File: config.mk
export PLATFORM = sky130hd
export DESIGN_NAME = updown_bounded_counter
export DESIGN_NICKNAME = d
export VERILOG_FILES = /design/src/rtl/updown_bounded_counter_pkg.sv /design/src/rtl/updown_bounded_counter_step_calc.sv /design/src/rtl/updown_bounded_counter.sv
export SDC_FILE = /design/constraint.sdc
export NUM_CORES = 1
export LEC_CHECK = 0
export BUFFER_PORTS_ARGS = -buffer_cell sky130_fd_sc_hd__buf_4
export CAP_MARGIN = 10
export CORE_UTILIZATION = 55
export CTS_CLUSTER_DIAMETER = 80
export DETAILED_ROUTE_END_ITERATION = 8
export PLACE_DENSITY = 0.76
export SKIP_LAST_GASP = 1
export SYNTH_ARGS = -nofsm -noshare
export SYNTH_HDL_FRONTEND = slang
export SYNTH_HIERARCHICAL = 1
export SYNTH_SLANG_ARGS = --single-unit
File: constraint.sdc
create_clock -name clk -period 8.85 [get_ports clk]
set_input_delay 0.885 -clock clk [delete_from_list [all_inputs] [get_ports clk]]
set_output_delay 0.885 -clock clk [all_outputs]
set_load 0.05 [all_outputs]
File: src/rtl/updown_bounded_counter_pkg.sv
// Shared definitions for the bounded up/down counter: mode encoding and operation select.
package counter_pkg;

    localparam logic MODE_WRAP     = 1'b0;
    localparam logic MODE_SATURATE = 1'b1;

    typedef enum logic [1:0] {
        OP_HOLD = 2'd0,
        OP_UP   = 2'd1,
        OP_DOWN = 2'd2
    } op_t;

endpackage

File: src/rtl/updown_bounded_counter_step_calc.sv
// Combinational next-count calculation for one bounded up/down step.
// Assumes count <= max_value and s <= max_value; the top guarantees both.
module bounded_step_calc
    import counter_pkg::*;
#(
    parameter int WIDTH = 8
) (
    input  logic [WIDTH-1:0] count,
    input  logic [WIDTH-1:0] s,
    input  logic [WIDTH-1:0] max_value,
    input  logic             mode,
    input  op_t              op,
    output logic [WIDTH-1:0] next_count,
    output logic             ovf,
    output logic             unf
);

    localparam int W1 = WIDTH + 1;

    logic [W1-1:0]    sum;
    logic [W1-1:0]    limit;
    logic [WIDTH-1:0] down_plain;
    logic [WIDTH-1:0] up_wrap;
    logic [WIDTH-1:0] down_wrap;

    // One extra bit keeps count + s and count + max + 1 exact.
    assign sum        = {1'b0, count} + {1'b0, s};
    assign limit      = {1'b0, max_value};
    assign down_plain = count - s;
    assign up_wrap    = WIDTH'(sum - limit - W1'(1));
    assign down_wrap  = WIDTH'({1'b0, count} + limit + W1'(1) - {1'b0, s});

    always_comb begin
        next_count = count;
        ovf        = 1'b0;
        unf        = 1'b0;
        case (op)
            OP_UP: begin
                if (sum <= limit) begin
                    next_count = sum[WIDTH-1:0];
                end else begin
                    ovf        = 1'b1;
                    next_count = (mode == MODE_SATURATE) ? max_value : up_wrap;
                end
            end
            OP_DOWN: begin
                if (s <= count) begin
                    next_count = down_plain;
                end else begin
                    unf        = 1'b1;
                    next_count = (mode == MODE_SATURATE) ? '0 : down_wrap;
                end
            end
            default: begin
                next_count = count;
            end
        endcase
    end

endmodule

File: src/rtl/updown_bounded_counter.sv
// Parametrised up/down counter with runtime upper bound, wrap/saturate mode,
// synchronous clear/load and registered overflow/underflow pulses.
module updown_bounded_counter
    import counter_pkg::*;
#(
    parameter int              WIDTH       = 8,
    parameter int              STEP_W      = 4,
    parameter logic [WIDTH-1:0] RESET_VALUE = '0
) (
    input  logic              clk,
    input  logic              reset,
    input  logic              clear,
    input  logic              load,
    input  logic [WIDTH-1:0]  load_value,
    input  logic              increment,
    input  logic              decrement,
    input  logic [STEP_W-1:0] step,
    input  logic              mode,
    input  logic [WIDTH-1:0]  max_value,
    output logic [WIDTH-1:0]  count,
    output logic              at_max,
    output logic              at_min,
    output logic              overflow,
    output logic              underflow
);

    localparam int CW = (STEP_W > WIDTH) ? STEP_W : WIDTH;

    logic [CW-1:0]    step_x;
    logic [CW-1:0]    max_x;
    logic [WIDTH-1:0] s_eff;
    op_t              op;
    logic [WIDTH-1:0] calc_count;
    logic             calc_ovf;
    logic             calc_unf;

    // Compare at the wider of the two widths so a large step is never truncated.
    assign step_x = CW'(step);
    assign max_x  = CW'(max_value);
    assign s_eff  = (step_x <= max_x) ? step_x[WIDTH-1:0] : max_value;

    always_comb begin
        op = OP_HOLD;
        if (s_eff != '0) begin
            if (increment && !decrement) begin
                op = OP_UP;
            end else if (decrement && !increment) begin
                op = OP_DOWN;
            end
        end
    end

    bounded_step_calc #(
        .WIDTH(WIDTH)
    ) u_step_calc (
        .count      (count),
        .s          (s_eff),
        .max_value  (max_value),
        .mode       (mode),
        .op         (op),
        .next_count (calc_count),
        .ovf        (calc_ovf),
        .unf        (calc_unf)
    );

    always_ff @(posedge clk) begin
        if (reset) begin
            count     <= RESET_VALUE;
            overflow  <= 1'b0;
            underflow <= 1'b0;
        end else if (clear) begin
            count     <= RESET_VALUE;
            overflow  <= 1'b0;
            underflow <= 1'b0;
        end else if (load) begin
            count     <= (load_value <= max_value) ? load_value : max_value;
            overflow  <= 1'b0;
            underflow <= 1'b0;
        end else if (count > max_value) begin
            count     <= max_value;
            overflow  <= 1'b0;
            underflow <= 1'b0;
        end else begin
            count     <= calc_count;
            overflow  <= calc_ovf;
            underflow <= calc_unf;
        end
    end

    assign at_max = (count == max_value);
    assign at_min = (count == '0);

endmodule
==> flow_metrics.py <==
metrics = {
    "route": {
        "via_count": 3141,
        "first_iter_violations": 147,
        "post-route-drc-count": 0,
        "dr.pass1.iters": 4,
        "wl_um": 8690,
        "ant_nets": 0,
        "detail_route.wl_per_cell_um": 16.1,
        "vias_per_cell": 5.83,
    },
    "pwr": {
        "p_leak_nw": 1.74,
        "ir_drop_v": 0.0000771,
        "powerDensity_nw_per_um2": 112,
    },
    "layout": {
        "area_growth_pct": 11.1,
        "num_antenna_cells": 0,
        "instances_no_fill": 539,
        "nets": 562,
        "final_common_cell": "inv_1",
        "final_cell_mix": "70 x inv_1, 56 x ha_1, 40 x a21oi_1, 38 x buf_4, 27 x nand2_1",
        "fill_cells": 533,
        "drive_gt1_share_pct": 15.0,
    },
    "sta": {
        "setup_tns_ns": 0,
        "fin_crit_sh_pct": 67.1,
        "rsz0062_at_grt": "no",
        "worst_clock_skew_ns": 0.000608,
        "hold_viol": 0,
        "max_freq_mhz": 168,
        "fin_crit_ns": 5.94,
        "tightestPinTransition_ns": 0.641,
        "finalSetupViolations": 0,
        "slew_headroom_pct": 56.8,
        "finalMaxSlewViolations": 0,
    },
    "cts": {
        "clockRootBuffer": "clkbuf_8",
        "cts_sinks": 10,
        "htree_levels": 1,
        "clk_latency_ns": 0.23,
        "cts_buffers": 3,
        "path_clk_slew_ns": 0.05,
        "cts_tree": "done",
        "cts_hold_buffers": 0,
        "post_cts_buffers": 0,
        "post_cts_resized": 0,
        "clockBufferDepth": 2,
    },
    "critical_path": {
        "crit_chain": "buf_4 > inv_1 > ha_1 > nor2b_1 > o21a_1 > o21a_1 > o211ai_2 > mux2_2 > inv_1 > ha_1 > nand2b_4 > a2111oi_2 > nor3_1 > xor2_1 > ha_1 > and4_1 > a21boi_0 > o211ai_1 > nand3_2 > mux2_4 > a221oi_2 > a21oi_1 > inv_1 > a221oi_2",
        "reg2reg_depth": 14,
        "path_delay_family": "compound AO/OA/AOI/OAI gates",
        "r2r-start": "count[1]",
        "slowest_delay_ns": 0.42,
        "crit_fanout": 12,
        "cp_slowest_cell": "mux2_2",
        "start_kind": "primary input",
        "path_class": "primary input to register",
        "worstPathArrival_ns": 6.03,
        "r2r_end": "count[4]",
        "r2r_slack_ns": 4.66,
        "cp_num_buf_inv": 4,
        "crit_required_ns": 8.94,
        "end_kind": "register",
    },
    "hold_path": {
        "hold-path-endpoint": "count[2]",
        "hold_depth": 4,
        "hp-class": "register to register",
        "hp-start": "count[2]",
    },
    "floorplanning": {
        "rows": 27,
        "pin_count": 39,
        "core_area_um2": 5610,
        "dieArea_um2": 6230,
        "fp.dieW_um": 78.9,
        "initial_core_util_pct": 58.1,
        "die_h_um": 78.9,
    },
    "outcome": {
        "status": "finished, final reports clean",
    },
    "synthesis": {
        "synth_top_cell_by_area": "ha_1",
        "synth_area_um2": 3260,
        "synth_area_per_cell_um2": 7.59,
        "ys_types": 67,
        "synth_top_area_share_pct": 21.5,
        "yosys-top-cells-area": "ha_1 22%, inv_1 8.1%, a21oi_1 6.1%",
        "synth_edf_count": 0,
        "async_flop_share_pct": 0,
        "synthCells": 429,
        "ys_ff_latch": 10,
        "synth_seq_area_share_pct": 6.15,
        "ys.flop_type": "dfxtp_1",
        "ys_warn_count": 6,
    },
    "grt": {
        "grt_usage_pct": 29.0,
        "antenna_found_initial": 0,
        "grt_max_degree": 23,
        "overflow": 0,
        "grt_pass1_vias": 3045,
        "grt_pass1_wl_um": 14200,
    },
    "placed_design": {
        "port-buffer-count": 38,
        "gp_congestion": 0.985,
        "hpwl_um": 7150,
        "dp.cells": 536,
    },
    "run": {
        "max-cap-violations": 0,
    },
}
[sequential cells by signal (all words and copies together), names as in the netlist]
name and flops:
count 8, underflow 1, overflow 1
[area by class of cell]
type / count / area (um2) / area share [%]
tap: 72 / 90.1 / 2.49
clock buffer: 3 / 41.3 / 1.14
sequential: 10 / 200 / 5.53
multi-input combinational: 345 / 2740 / 75.6
inverter: 71 / 267 / 7.37
timing repair buffer: 38 / 285 / 7.88
[through the flow]
step	hold WS [ns]	instance area [um2]	utilization (%)	setup WS, ns	total power [mW]
5_1_grt	0.765	3620	64.5	2.46	0.439
4_1_cts	0.715	3620	64.5	2.92	0.401
3_3_place_gp	0.694	3580	63.8	2.87	0.349
6_report	0.728	3620	64.5	2.91	0.406
3_5_place_dp	0.707	3580	63.8	2.69	0.354
2_1_floorplan	0.822	3300	-	3.45	0.291
[worst max-delay path by stage]
stage	endpoint	cells past startpoint	startpoint	slack [ns]
after global routing	count[0]	24	max_value[1]	2.46
after floorplan	count[2]	25	max_value[1]	3.45
after detailed placement	count[4]	24	max_value[1]	2.69
after global placement	count[4]	24	max_value[1]	2.87
after CTS	count[4]	24	max_value[1]	2.92
final	count[4]	24	max_value[1]	2.91
[power by group]
part           internal (mW)  leakage [nW]  switching, mW
Sequential            0.0481        0.0815        0.00746
Combinational          0.125          1.64          0.179
Clock                 0.0297        0.0216         0.0163
[cells by family after synthesis]
| family | count (synthesis) | share of synthesized area, % |
|---|---|---|
| AOI/OAI and AO/OA | 125 | 27.9 |
| and+or+nand+nor | 106 | 16.6 |
| buffers and inverters | 85 | 11.1 |
| xor gates and xnor gates | 26 | 6.99 |
| adders and majority gates | 66 | 27.7 |
| other | 1 | 0.115 |
| DFF | 10 | 6.15 |
| muxes | 10 | 3.42 |
[synth_stat cells (2+ instances only)]
cell type	count
inv_1	70
mux2_2	5
a31oi_1	2
nor3_1	14
a221oi_2	9
xnor2_1	16
o211ai_1	10
buf_6	5
ha_1	56
or4_1	3
a21o_1	3
xor2_1	10
nand2_1	27
a22oi_1	3
o31a_1	2
a21oi_1	40
o311ai_1	2
nor4_1	3
nand4_1	7
and3_2	2
nor3b_1	2
o21ai_1	3
o21ai_0	17
o22a_1	3
nand3b_1	2
o21a_1	7
nor2_1	25
clkbuf_1	6
mux2i_1	4
dfxtp_1	10
fa_1	10
or2_2	2
a211oi_1	3
nand2b_1	2
nor2b_1	10
o31ai_1	2
a2111oi_0	2
[routing by layer]
layer | up-vias | GRT usage, % | part of all wire [%]
met4 | 0 | 7.09 | 1.5
met5 | - | 0 | 0
li1 | 1587 | - | -
met1 | 1461 | 36.8 | 46
met3 | 12 | 1.95 | 3.7
met2 | 81 | 52.9 | 48
[worst reg2reg max path, cell delays in order (launching register included)]
cell and delay [ns]:
dfxtp_1 0.72, ha_1 0.39, o311ai_1 0.45, a21oi_1 0.15
xnor2_1 0.26, ha_1 0.33, and4_1 0.20, a21boi_0 0.13
o211ai_1 0.24, nand3_2 0.30, mux2_4 0.40, a221oi_2 0.26
a21oi_1 0.07, inv_1 0.10, a221oi_2 0.06
Note: power is estimated with default switching activity, not from simulation.
